===== src/rtl/event_dispatcher_pkg.sv =====
// Shared defaults and unit state encoding for the event dispatcher.
// Imported by the dispatcher top and its per-unit slots.
package event_dispatcher_pkg;

    localparam int DEF_N_UNITS = 4;
    localparam int DEF_PTR_W   = $clog2(DEF_N_UNITS);
    localparam int DEF_CNT_W   = 16;
    localparam int DEF_TO_W    = 10;
    localparam int DEF_TIMEOUT = 1000;

    typedef enum logic {
        IDLE = 1'b0,
        BUSY = 1'b1
    } unit_state_t;

endpackage


===== src/rtl/dispatch_slot.sv =====
// One downstream unit: busy state, watchdog counter and sticky timeout flag.
// timeout pulses on the last allowed busy cycle, even if done arrives with it.
module dispatch_slot
    import event_dispatcher_pkg::*;
#(
    parameter int TO_W    = DEF_TO_W,
    parameter int TIMEOUT = DEF_TIMEOUT
) (
    input  logic clk,
    input  logic reset,
    input  logic launch,
    input  logic done,
    input  logic clear,
    output logic busy,
    output logic timeout,
    output logic flag
);

    unit_state_t     state;
    logic [TO_W-1:0] cnt;

    assign busy    = (state == BUSY);
    assign timeout = busy && (cnt == TO_W'(TIMEOUT - 1));

    always_ff @(posedge clk or posedge reset) begin
        if (reset) begin
            state <= IDLE;
            cnt   <= '0;
            flag  <= 1'b0;
        end else begin
            if (launch) begin
                state <= BUSY;
                cnt   <= '0;
            end else if (busy && (done || timeout)) begin
                state <= IDLE;
                cnt   <= '0;
            end else if (busy) begin
                cnt <= cnt + TO_W'(1);
            end
            // a done arriving with the timeout counts as a normal completion
            if (clear)
                flag <= 1'b0;
            else if (timeout && !done)
                flag <= 1'b1;
        end
    end

endmodule


===== src/rtl/event_dispatcher.sv =====
// Round-robin dispatcher sharing N units among a stream of event pulses.
// Busy units are skipped; events with no idle unit are counted as drops.
module event_dispatcher
    import event_dispatcher_pkg::*;
#(
    parameter int N_UNITS = DEF_N_UNITS,
    parameter int PTR_W   = DEF_PTR_W,
    parameter int CNT_W   = DEF_CNT_W,
    parameter int TO_W    = DEF_TO_W,
    parameter int TIMEOUT = DEF_TIMEOUT
) (
    input  logic               clk,
    input  logic               reset,
    input  logic               enable,
    input  logic               stat_clear,
    input  logic               in,
    input  logic [N_UNITS-1:0] unit_done,
    output logic [N_UNITS-1:0] dispatch,
    output logic [N_UNITS-1:0] unit_busy,
    output logic               all_busy,
    output logic [PTR_W-1:0]   next_unit,
    output logic [CNT_W-1:0]   drop_cnt,
    output logic [N_UNITS-1:0] timeout_flag
);

    logic [N_UNITS-1:0] grant;
    logic [N_UNITS-1:0] expire;
    logic [N_UNITS-1:0] freed;
    logic [N_UNITS-1:0] busy_d;
    logic [PTR_W-1:0]   sel;
    logic [PTR_W-1:0]   idx;
    logic               found;
    logic               accept;
    logic               drop;

    for (genvar g = 0; g < N_UNITS; g++) begin : g_slot
        dispatch_slot #(
            .TO_W    (TO_W),
            .TIMEOUT (TIMEOUT)
        ) u_slot (
            .clk     (clk),
            .reset   (reset),
            .launch  (grant[g]),
            .done    (unit_done[g]),
            .clear   (stat_clear),
            .busy    (unit_busy[g]),
            .timeout (expire[g]),
            .flag    (timeout_flag[g])
        );
    end

    // scan from the pointer using registered busy, so a unit freed
    // this cycle only becomes eligible next cycle
    always_comb begin
        found = 1'b0;
        sel   = '0;
        idx   = '0;
        for (int k = 0; k < N_UNITS; k++) begin
            idx = PTR_W'((int'(next_unit) + k) % N_UNITS);
            if (!found && !unit_busy[idx]) begin
                found = 1'b1;
                sel   = idx;
            end
        end
    end

    always_comb begin
        accept = in && enable;
        drop   = accept && !found;
        grant  = '0;
        if (accept && found)
            grant[sel] = 1'b1;
    end

    assign freed  = unit_busy & (unit_done | expire);
    assign busy_d = (unit_busy & ~freed) | grant;

    always_ff @(posedge clk or posedge reset) begin
        if (reset) begin
            dispatch  <= '0;
            all_busy  <= 1'b0;
            next_unit <= '0;
            drop_cnt  <= '0;
        end else begin
            dispatch <= grant;
            all_busy <= &busy_d;
            if (accept && found)
                next_unit <= (sel == PTR_W'(N_UNITS - 1)) ? '0 : sel + 1'b1;
            if (stat_clear)
                drop_cnt <= '0;
            else if (drop && drop_cnt != '1)
                drop_cnt <= drop_cnt + 1'b1;
        end
    end

endmodule


===== config.mk =====
export PLATFORM = sky130hd
export DESIGN_NAME = event_dispatcher
export DESIGN_NICKNAME = d
export VERILOG_FILES = /design/src/rtl/event_dispatcher_pkg.sv /design/src/rtl/dispatch_slot.sv /design/src/rtl/event_dispatcher.sv
export SDC_FILE = /design/constraint.sdc
export NUM_CORES = 1
export LEC_CHECK = 0
export CAP_MARGIN = 10
export CORE_MARGIN = 5
export CORE_UTILIZATION = 55
export DETAILED_ROUTE_END_ITERATION = 7
export PLACE_DENSITY = 0.77
export SLEW_MARGIN = 20
export SYNTH_ARGS = -nofsm -noshare
export SYNTH_HDL_FRONTEND = slang
export SYNTH_SLANG_ARGS = --single-unit
export TNS_END_PERCENT = 50

===== constraint.sdc =====
create_clock -name clk -period 5.5 [get_ports clk]
set_input_delay 0.825 -clock clk [delete_from_list [all_inputs] [get_ports clk]]
set_output_delay 0.825 -clock clk [all_outputs]
set_load 0.02 [all_outputs]

==> out/qor.txt, run 1 <==
Post-Synth Adder-Cell Area = 2.736%
core area = 7253 um2
family with the most delay on the worst path = compound AO/OA/AOI/OAI gates
largest net degree at the start of global routing = 38
WL/cell = 16.19 um
clk_lat worst skew = 0.34 ns
Reg-to-Reg Start = g_slot[0].u_slot.busy
register-to-register setup slack = 2.76 ns
Synth Area in XOR/XNOR = 1.277%
total power = 1.633 mW
global route overflow = 0
drt pass-1 iters = 4
antenna viol nets, final = 0
die height = 96.50 um
IO Port Bufs = 39
H-tree depth = 3
WP data required = 5.73 ns
drt total wl = 9311 um
WP buf/inv = 0
status = completed
endpoints failing hold = 0
Initial Utilization = 56.74%
largest family of logic cells by synthesized area = simple AND/OR/NAND/NOR gates
slowest CP cell = dfrtp_1
Pwr per Cell Area = 345.9 nW/um2
clk root buf = clkbuf_8
fin crit share = 49.78%
FFs w/ async S/R, synth = 100.0%
CTS Buffer Depth = 2
final setup TNS = 0 ns
FF-to-FF path depth = 9
GPL Wtd Cong = 0.8779
Endpoint, Worst Hold = g_slot[1].u_slot.cnt[9]
Arrival @ worst endpoint = 2.96 ns
Slew Limit Headroom = 34.46%
DP Wirelength = 6623 um
sequential share of the synthesized area = 43.17%
Setup-failing EPs final = 0
gr usage total = 21.30%
Simple-Gate Fraction of Synth Area = 26.94%
Die Wd = 96.50 um
setup bufs post-CTS = 0
Fill cells = 633
Max Fclk = 0.3653 GHz
vias per cell = 6.150
Lkg Pwr = 1.982 nW
Hold Crit Class = flip-flop to flip-flop
initial antenna violation count = 0
CP peak stage delay = 0.62 ns
clock skew = 0.01021 ns
Netlist cell types = 61
Crit Path Max Fanout = 12
Area Growth Syn to Fin = 14.69%
Post-CTS Hold Fix Bufs = 0
global-route wire length before repair = 15530 um
synth warn = 0
Max Slew Vio Count = 0
I/O pins = 40
die area = 9312 um2
Tmin final = 2.738 ns
Syn Area/Cell = 9.186 um2
Seq cells post-synth = 71
# clock sinks = 71
post-CTS sizing = 0
CTS tree = built
# diodes = 0
maximum VDD drop = 0.1890 mV
RR Endpoint = g_slot[2].u_slot.cnt[4]
Startpoint Class = flip-flop
worst slew pin tran = 0.9800 ns
Vias = 3536
multiplexer area fraction after synthesis = 3.132%
Post-Synthesis Cells = 448
CP Capture Type = flip-flop
Crit Path Class = flip-flop to flip-flop
Row Count = 31
drt drc = 0
Synthesized Nets = 466
hold path startpoint = g_slot[1].u_slot.cnt[9]
RSZ-0062 raised after global routing = false
CTS clk-pin slew, worst paths = 0.08 ns
Final #Nets = 489
Hold Path Depth = 1
worst-path cell chain = nand2b_1, a21boi_0, o21ai_0, o21a_1, ha_1, nand3_1, o21ai_1, nor2_1, a311o_1
vias in the first global route = 3304
post-synthesis compound-gate area fraction = 17.48%
Post-synth EDFFs = 0
First DRT Iteration DRCs = 224
Synth Cell Area = 4115 um2
max-cap violations = 0
fraction of layout cells with a size suffix above 1 = 7.773%
Main synth FF type = dfrtp_1
total CTS buffers = 9
-- registers in the layout, indices dropped and copies added (netlist names) --
signal / cells
drop_cnt: 16
g_slot.u_slot.cnt: 40
all_busy: 1
next_unit: 2
g_slot.u_slot.flag: 4
dispatch: 4
g_slot.u_slot.busy: 4
-- metal layers --
metal | vias up | share of wire (%) | GRT usage [%]
met3 | 11 | 3.9 | 3.873
li1 | 1720 | - | -
met5 | - | 0 | 0
met1 | 1728 | 45 | 28.07
met2 | 77 | 49 | 34.94
met4 | 0 | 1.5 | 8.061
-- layout by cell type, fill, tap and decap left out, types with 6 or more instances in the layout --
master            n
a22o_1            7
and4_1            6
mux2_2            7
or4_1             7
clkdlybuf4s50_1  39
nand2_1          45
a31oi_1          10
nor3_1           13
nand3_1          30
dfrtp_1          71
inv_1            16
nand4_1          14
ha_1              9
o21ai_0          19
and3_1           11
nor2b_1           6
a21oi_1          12
and2_1            7
o31ai_1          10
nor2_1           27
or3_1             7
nor4_1           11
clkbuf_8          9
-- report_power, final --
part,switching (mW),total (mW),leakage [nW],internal (mW)
Sequential,0.116,0.710,0.960,0.593
Combinational,0.274,0.461,0.908,0.187
Clock,0.205,0.462,0.114,0.257
-- cells by family after synthesis --
kind of cell	count (synthesis)
compound gates	100
xor+xnor	6
fa+ha+maj	9
buf+inv	47
flops	71
mux	12
simple gates	203
-- cell usage after synthesis (8+ instances only) --
cell      number  area (um2)
nand3_1       30       150.1
nand2_1       45       168.9
nor2_1        27       101.4
a31oi_1       10       62.56
dfrtp_1       71        1777
ha_1           9       112.6
a21oi_1       12       60.06
o31ai_1       10       75.07
nand4_1       14       87.58
buf_4          8       60.06
inv_1         17       63.81
nor4_1        11       68.82
and3_1        11       68.82
nor3_1        13       65.06
clkbuf_1      13       48.80
o21ai_0       19       95.09
-- how the worst max path moves through the flow --
stage	depth (start not counted)	start	endpoint	slack, ns
after floorplan	1	reset	all_busy	2.88
after global placement	5	in	drop_cnt[13]	2.65
after detailed placement	5	in	drop_cnt[9]	2.55
after CTS	9	g_slot[0].u_slot.busy	g_slot[2].u_slot.cnt[4]	2.76
after global routing	9	g_slot[0].u_slot.busy	g_slot[2].u_slot.cnt[4]	2.45
final	9	g_slot[0].u_slot.busy	g_slot[2].u_slot.cnt[4]	2.76
-- per-stage QoR --
step / hold WS [ns] / area (um2) / setup WS [ns] / util, % / cells
after floorplan: 0.4432 / 4115 / 2.878 / - / 448
after global placement: 0.4603 / 4499 / 2.653 / 62.03 / 559
after detailed placement: 0.4696 / 4499 / 2.553 / 62.03 / 559
after CTS: 0.4872 / 4720 / 2.757 / 65.07 / 575
after global routing: 0.5123 / 4720 / 2.452 / 65.07 / 575
final: 0.4869 / 4720 / 2.762 / 65.07 / 575
-- layout make-up --
type                            instances  area [um2]  share of cell area, %
Multi-Input combinational cell        330        2122                  44.96
Sequential cell                        71        1777                  37.65
Timing Repair Buffer                   42       412.9                  8.749
Clock buffer                            9       123.9                  2.625
Tap cell                               99       123.9                  2.625
Clock inverter                          7       96.34                  2.041
Inverter                               17       63.81                  1.352
Power figures use the tool's default switching activity.
==> inputs of run 2 (changes only) <==
--- a/config.mk
+++ b/config.mk
@@ -7,7 +7,7 @@
 export LEC_CHECK = 0
 export CAP_MARGIN = 10
 export CORE_MARGIN = 5
-export CORE_UTILIZATION = 55
+export CORE_UTILIZATION = 52
 export DETAILED_ROUTE_END_ITERATION = 7
 export PLACE_DENSITY = 0.77
 export SLEW_MARGIN = 20
==> constraint.sdc (replaced) <==
create_clock -name clk -period 2.5 [get_ports clk]
set_input_delay 0.375 -clock clk [delete_from_list [all_inputs] [get_ports clk]]
set_output_delay 0.375 -clock clk [all_outputs]
set_load 0.02 [all_outputs]
==> run 2 against run 1 <==
Net effect:
- sequential share of layout area down 0.83 points
- worst setup slack lost 2.6 ns
- via count rose by 2.2%
- largest cell class unchanged
- highest routed layer unchanged
- sequential power is 110% higher
==> out/qor.txt, run 2 (synthesis gave the netlist of run 1 again) <==
status = completed
WHS = 0.4342 ns (-0.05269 ns)
total power = 3.566 mW (+120%)
Placed Instances = 580 (+3.8%)
register-to-register setup slack = 0.13 ns (-2.63 ns)
CP Capture Type = flip-flop
H-tree depth = 3 (unchanged)
Crit Path Max Fanout = 17 (+5)
WP data required = 2.76 ns (-2.97 ns)
Int Power = 2.279 mW (+120%)
placed cell area = 4638 um2 (+3.1%)
CTS Buffer Depth = 2 (unchanged)
vias per cell = 6.084 (-1.1%)
drt drc = 0 (unchanged)
Storage cell area = 1778 um2 (about the same)
GPL Wtd Cong = 0.8343 (-5.0%)
maximum VDD drop = 0.4141 mV (+120%)
Crit Path Class = flip-flop to flip-flop
total CTS buffers = 9 (unchanged)
I/O pins = 40 (unchanged)
Fill cells = 641 (+1.3%)
Max Fclk = 0.4222 GHz (+16%)
Biggest register = g_slot.u_slot.cnt
clk root buf = clkbuf_8
die area = 9793 um2 (+5.2%)
FF-to-FF path depth = 8 (-1)
Worst Setup SP = next_unit[1]
Row Count = 32 (+3.2%)
vias in the first global route = 3534 (+7.0%)
max-cap violations = 0 (unchanged)
sw frac = 36.09% (-0.39 points)
worst slew pin tran = 0.5997 ns (-0.3803 ns)
largest net degree at the start of global routing = 41 (+7.9%)
# diodes = 0 (unchanged)
initial antenna violation count = 0 (unchanged)
fin crit share = 94.74% (+45 points)
# clock sinks = 71 (unchanged)
Slew Limit Headroom = 60.02% (+26 points)
global route overflow = 0 (unchanged)
post-placement worst setup slack = 0.03434 ns (-2.519 ns)
Initial Utilization = 53.25% (-3.5 points)
core area = 7727 um2 (+6.5%)
Die Wd = 98.96 um (+2.5%)
post-layout util = 62.50% (-2.6 points)
Vias = 3614 (+2.2%)
global-route wire length before repair = 16620 um (+7.0%)
Area Growth Syn to Fin = 17.36%
Arrival @ worst endpoint = 2.63 ns (-0.33 ns)
Pwr per Cell Area = 738.4 nW/um2 (+110%)
antenna viol nets, final = 0 (unchanged)
Largest regs = g_slot.u_slot.cnt x40, drop_cnt x16
die height = 98.96 um (+2.5%)
Multi-input gate area = 2133 um2 (+0.53%)
Final #Nets = 507 (+3.7%)
slack of the critical path = 0.1316 ns (-2.631 ns)
Tmin final = 2.368 ns (-0.3692 ns)
drt total wl = 9622 um (+3.3%)
clk_lat worst skew = 0.34 ns (about the same)
CTS clk-pin slew, worst paths = 0.07 ns (about the same)
Startpoint Class = flip-flop
max reg flops = 40 (unchanged)
fraction of layout cells with a size suffix above 1 = 10.98% (+3.2 points)
clock skew = 0.006537 ns (-0.003673 ns)
combinational power share = 32.6% (+4.4 points)
clock power share = 24.9% (-3.4 points)
RSZ-0062 raised after global routing = false
endpoints failing hold = 0 (unchanged)
Hold Crit Class = primary input to asynchronous set/reset pin
most common cell after layout, fill and taps aside = dfrtp_1
Reg-to-Reg Start = next_unit[1]
Max Slew Vio Count = 0 (unchanged)
Seq pwr share = 42.5% (-1.0 points)
Setup-failing EPs final = 0 (unchanged)
P_sw = 1.287 mW (+120%)
drt pass-1 iters = 5 (+1)
DP Wirelength = 7034 um (+6.2%)
Final Cell Area = 4830 um2 (+2.3%)
RR Endpoint = g_slot[0].u_slot.cnt[7]
Non-Filler Instances = 594 (+3.3%)
First DRT Iteration DRCs = 191 (-15%)
gr usage total = 20.42% (-0.88 points)
CTS tree = built
IO Port Bufs = 39 (unchanged)
commonest cells after routing, fill and taps aside = 70 x dfrtp_1, 45 x nand2_1, 39 x clkdlybuf4s50_1
setup bufs post-CTS = 0 (unchanged)
Lkg Pwr = 2.043 nW (+3.1%)
final setup TNS = 0 ns (unchanged)
WL/cell = 16.20 um (about the same)
==> run 2: cell types whose count changed in the layout (fill, tap and decap cells not counted), sizes merged <==
cell and change:
buf +18, bufinv -1, clkbuf +4, clkinv -4, inv -1
==> run 2: power groups by stage <==
stage | Clock [mW] | Combinational (mW) | Sequential, mW
after detailed placement | 0 | 1.15 | 1.53
after floorplan | 0 | 0.778 | 1.50
after CTS | 0.899 | 1.15 | 1.51
after global routing | 0.959 | 1.29 | 1.54
after global placement | 0 | 1.11 | 1.52
final | 0.888 | 1.16 | 1.51
==> run 2: how the worst max path moves through the flow <==
stage                     cells past startpoint                      end  slack [ns]
after detailed placement                      7  g_slot[0].u_slot.cnt[5]        0.03
after CTS                                     7  g_slot[0].u_slot.cnt[7]        0.01
after floorplan                               8  g_slot[2].u_slot.cnt[4]        0.14
after global placement                        7  g_slot[0].u_slot.cnt[6]        0.18
after global routing                          9  g_slot[2].u_slot.cnt[4]        0.02
final                                         8  g_slot[0].u_slot.cnt[7]        0.13
==> run 2: area by class of cell <==
cell class | instances | area share, %
flip-flops and latches | 71 | 36.81
well taps | 102 | 2.642
inverters | 17 | 1.321
clock buffers | 13 | 3.083
multi-input cells | 330 | 44.17
repair buffers | 60 | 11.35
clock inverters | 1 | 0.6218
==> run 2: routing by layer <==
layer	wire, um	part of all wire [%]	vias to the layer above	global-route usage [%]
met1	4368	45	1759	26.96
met4	155	1.6	0	7.458
met5	0	0	-	0
li1	-	-	1752	-
met2	4619	48	86	32.90
met3	478	5.0	17	4.600
==> run 2: timing repair <==
| action | in CTS | in global routing |
|---|---|---|
| gates resized for setup | 0 | 4 |
| hold buffers | 0 | 0 |
| endpoints found under the setup margin | 0 | 16 |
==> run 2: worst max-delay path, stage by stage, from the launching register on <==
cell	delay, ns
dfrtp_1	0.45
nand2b_1	0.12
a21boi_0	0.10
o21ai_0	0.26
o21ai_0	0.18
ha_1	0.23
and3_2	0.30
or4_1	0.53
o211ai_1	0.11
==> inputs of run 3 (changes only) <==
--- a/config.mk
+++ b/config.mk
@@ -7,11 +7,12 @@
 export LEC_CHECK = 0
 export CAP_MARGIN = 10
 export CORE_MARGIN = 5
-export CORE_UTILIZATION = 52
+export CORE_UTILIZATION = 55
 export DETAILED_ROUTE_END_ITERATION = 7
 export PLACE_DENSITY = 0.77
 export SLEW_MARGIN = 20
 export SYNTH_ARGS = -nofsm -noshare
 export SYNTH_HDL_FRONTEND = slang
+export SYNTH_HIERARCHICAL = 1
 export SYNTH_SLANG_ARGS = --single-unit
 export TNS_END_PERCENT = 50
==> constraint.sdc (replaced) <==
create_clock -name clk -period 3.06 [get_ports clk]
set_input_delay 0.459 -clock clk [delete_from_list [all_inputs] [get_ports clk]]
set_output_delay 0.459 -clock clk [all_outputs]
set_load 0.02 [all_outputs]
==> run 3 against run 2 <==
Net effect:
- sequential share of layout area rose by 0.15 points
- worst setup slack improved by 0.096 ns
- first-iteration DRC count rose by 27%
- largest power group unchanged
- total power fell by 14%
==> out/qor.txt, run 3 <==
max-cap violations = 0 (unchanged)
setup bufs post-CTS = 0 (unchanged)
CP Capture Type = flip-flop
IO Port Bufs = 39 (unchanged)
post-placement worst setup slack = 0.2936 ns (+0.2592 ns)
drt pass-1 iters = 5 (unchanged)
Hold Path Depth = 2
endpoints failing hold = 0 (unchanged)
total CTS buffers = 9 (unchanged)
WHS = 0.5042 ns (+0.06999 ns)
most common cell in the netlist = dfrtp_1
Post-synth EDFFs = 0 (unchanged)
clk root buf = clkbuf_8
Startpoint Class = flip-flop
Vias = 3637 (+0.64%)
vias per cell = 6.238 (+2.5%)
vias in the first global route = 3433 (-2.9%)
Non-Filler Instances = 583 (-1.9%)
Synthesized Nets = 452 (-3.0%)
Fill cells = 596 (-7.0%)
final setup TNS = 0 ns (unchanged)
WP data required = 3.35 ns (+0.59 ns)
drt total wl = 9573 um (-0.51%)
family with the most delay on the worst path = simple AND/OR/NAND/NOR gates
synth cell count leaders = 71 x dfrtp_1, 41 x nor2_1, 37 x nand2_1
Main synth FF type = dfrtp_1
RSZ-0062 raised after global routing = false
global-route wire length before repair = 16480 um (-0.79%)
fraction of layout cells with a size suffix above 1 = 10.54% (-0.44 points)
Max Slew Vio Count = 0 (unchanged)
RR Endpoint = g_slot[0].u_slot/cnt[4]
commonest cells after routing, fill and taps aside = 71 x dfrtp_1, 40 x nor2_1, 39 x clkdlybuf4s50_1
Largest regs = g_slot.u_slot/cnt x40, drop_cnt x16
Tmin final = 2.832 ns (+0.4636 ns)
largest net degree at the start of global routing = 15 (-63%)
drt drc = 0 (unchanged)
Area Growth Syn to Fin = 17.17%
Row Count = 31 (-3.1%)
most common cell after layout, fill and taps aside = dfrtp_1
DP Wirelength = 6862 um (-2.4%)
I/O pins = 40 (unchanged)
Seq cells post-synth = 71 (unchanged)
Lkg Pwr = 1.974 nW (-3.3%)
sequential share of the synthesized area = 43.31% (+0.13 points)
top-area cell type share of the netlist area = 43.31% (+0.13 points)
maximum VDD drop = 0.4019 mV (-3.0%)
Pwr per Cell Area = 637.7 nW/um2 (-14%)
status = completed
CTS clk-pin slew, worst paths = 0.08 ns (about the same)
Reg-to-Reg Start = g_slot[0].u_slot/busy
Max Fclk = 0.3531 GHz (-16%)
worst slew pin tran = 0.7683 ns (+0.1686 ns)
First DRT Iteration DRCs = 243 (+27%)
largest area contributor in the netlist = dfrtp_1
Slew Limit Headroom = 48.40% (-12 points)
slowest CP cell = or3_1
Hold Crit Class = flip-flop to flip-flop
global route overflow = 0 (unchanged)
# diodes = 0 (unchanged)
hold path startpoint = g_slot[0].u_slot/flag
Placed Instances = 567 (-2.2%)
Syn Area/Cell = 9.453 um2 (+2.9%)
Endpoint, Worst Hold = g_slot[0].u_slot/flag
Crit Path Class = flip-flop to flip-flop
Crit Path Max Fanout = 11 (-6)
Initial Utilization = 56.56% (+3.3 points)
Die Wd = 96.37 um (-2.6%)
synth warn = 6 (+6)
Arrival @ worst endpoint = 3.12 ns (+0.49 ns)
Post-Synthesis Cells = 434 (-3.1%)
Multi-input gate area = 2176 um2 (+2.0%)
initial antenna violation count = 0 (unchanged)
FF-to-FF path depth = 9 (+1)
slack of the critical path = 0.2280 ns (+0.09637 ns)
antenna viol nets, final = 0 (unchanged)
register-to-register setup slack = 0.23 ns (+0.10 ns)
die area = 9286 um2 (-5.2%)
CTS Buffer Depth = 2 (unchanged)
CP peak stage delay = 0.54 ns (about the same)
max reg flops = 40 (unchanged)
die height = 96.37 um (-2.6%)
worst-path cell chain = and2b_1, o21ai_0, o211ai_1, or2b_1, ha_1, and2_1, or3_1, nor4_1, a221o_1
Post-CTS Hold Fix Bufs = 0 (unchanged)
CTS tree = built
clock skew = 0.008092 ns (+0.001554 ns)
H-tree depth = 3 (unchanged)
WL/cell = 16.42 um (+1.4%)
GPL Wtd Cong = 0.8645 (+3.6%)
Final #Nets = 497 (-2.0%)
core area = 7253 um2 (-6.1%)
WP buf/inv = 0 (unchanged)
Storage cell area = 1777 um2 (about the same)
FFs w/ async S/R, synth = 100.0% (unchanged)
Setup-failing EPs final = 0 (unchanged)
# clock sinks = 71 (unchanged)
Synth area leaders = dfrtp_1 43%, nor2_1 3.8%, nand2_1 3.4%
gr usage total = 22.45% (+2.0 points)
Synth Cell Area = 4103 um2 (-0.30%)
fin crit share = 92.55% (-2.2 points)
Biggest register = g_slot.u_slot/cnt
Netlist cell types = 47 (-23%)
clk_lat worst skew = 0.35 ns (about the same)
[run 3: cell types whose count changed in the layout (fill, tap and decap cells not counted), moves of 7 or more]
cell,change
nor3_1,-7
and2_1,+9
a21oi_1,+13
buf_4,-13
o311ai_1,+7
nand2_1,-8
nor4_1,+9
nand3_1,-14
and3_1,-10
a221o_1,+7
nor2_1,+13
a31oi_1,-9
or2_2,+13
o21ai_0,-13
[run 3: metrics by stage]
step / total power [mW] / util [%] / area [um2]
final: 3.065 / 66.28 / 4807
after global placement: 2.214 / 63.31 / 4592
after detailed placement: 2.247 / 63.31 / 4592
after CTS: 3.068 / 66.24 / 4805
after floorplan: 1.895 / - / 4103
after global routing: 3.259 / 66.28 / 4807
[run 3: cell families (layout without fill, tap and decap cells)]
group / count (synthesis) / in the layout / share of synthesized area [%]
buffers and inverters: 31 / 81 / 3.720
muxes: 5 / 5 / 1.342
AOI/OAI and AO/OA: 101 / 101 / 17.96
and+or+nand+nor: 217 / 217 / 30.92
adders and majority gates: 9 / 9 / 2.745
DFF: 71 / 71 / 43.31
[run 3: layout make-up]
| class | count | share of cell area, % |
|---|---|---|
| multi-input cells | 332 | 45.26 |
| flip-flops and latches | 71 | 36.96 |
| repair buffers | 47 | 9.370 |
| clock buffers | 10 | 2.655 |
| well taps | 99 | 2.577 |
| clock inverters | 6 | 1.770 |
| inverters | 18 | 1.406 |
[run 3: per-layer routing]
layer,track usage [%],up-vias,share of wire [%]
li1,-,1730,-
met1,31.27,1779,46
met2,34.96,105,48
met3,3.127,23,4.2
met4,9.579,0,2.1
met5,0,-,0
[run 3: report_power, final]
part / switching, mW / leakage [nW] / internal [mW]
sequential: 0.191 / 0.965 / 1.08
clock: 0.360 / 0.102 / 0.456
combinational: 0.558 / 0.907 / 0.417
total: 1.11 / 1.97 / 1.96
[run 3: how the worst max path moves through the flow]
stage / cells past startpoint / slack, ns / endpoint / start
after global routing: 9 / 0.04 / g_slot[2].u_slot/cnt[6] / g_slot[0].u_slot/busy
after global placement: 9 / 0.38 / g_slot[0].u_slot/cnt[8] / g_slot[0].u_slot/busy
after floorplan: 10 / 0.36 / g_slot[2].u_slot/cnt[5] / g_slot[0].u_slot/busy
final: 9 / 0.23 / g_slot[0].u_slot/cnt[4] / g_slot[0].u_slot/busy
after CTS: 9 / 0.22 / g_slot[0].u_slot/cnt[8] / g_slot[0].u_slot/busy
after detailed placement: 9 / 0.29 / g_slot[0].u_slot/cnt[8] / g_slot[0].u_slot/busy
[run 3: worst register-to-register path, stage by stage, from the launching register on]
cell      delay [ns]
dfrtp_1         0.45
and2b_1         0.21
o21ai_0         0.18
o211ai_1        0.17
or2b_1          0.28
ha_1            0.22
and2_1          0.19
or3_1           0.54
nor4_1          0.36
a221o_1         0.16
[run 3: repair_timing]
item | 4_1_cts | 5_1_grt
hold endpoints to repair | 0 | 0
resized for setup | 0 | 1
endpoints found under the setup margin | 0 | 1
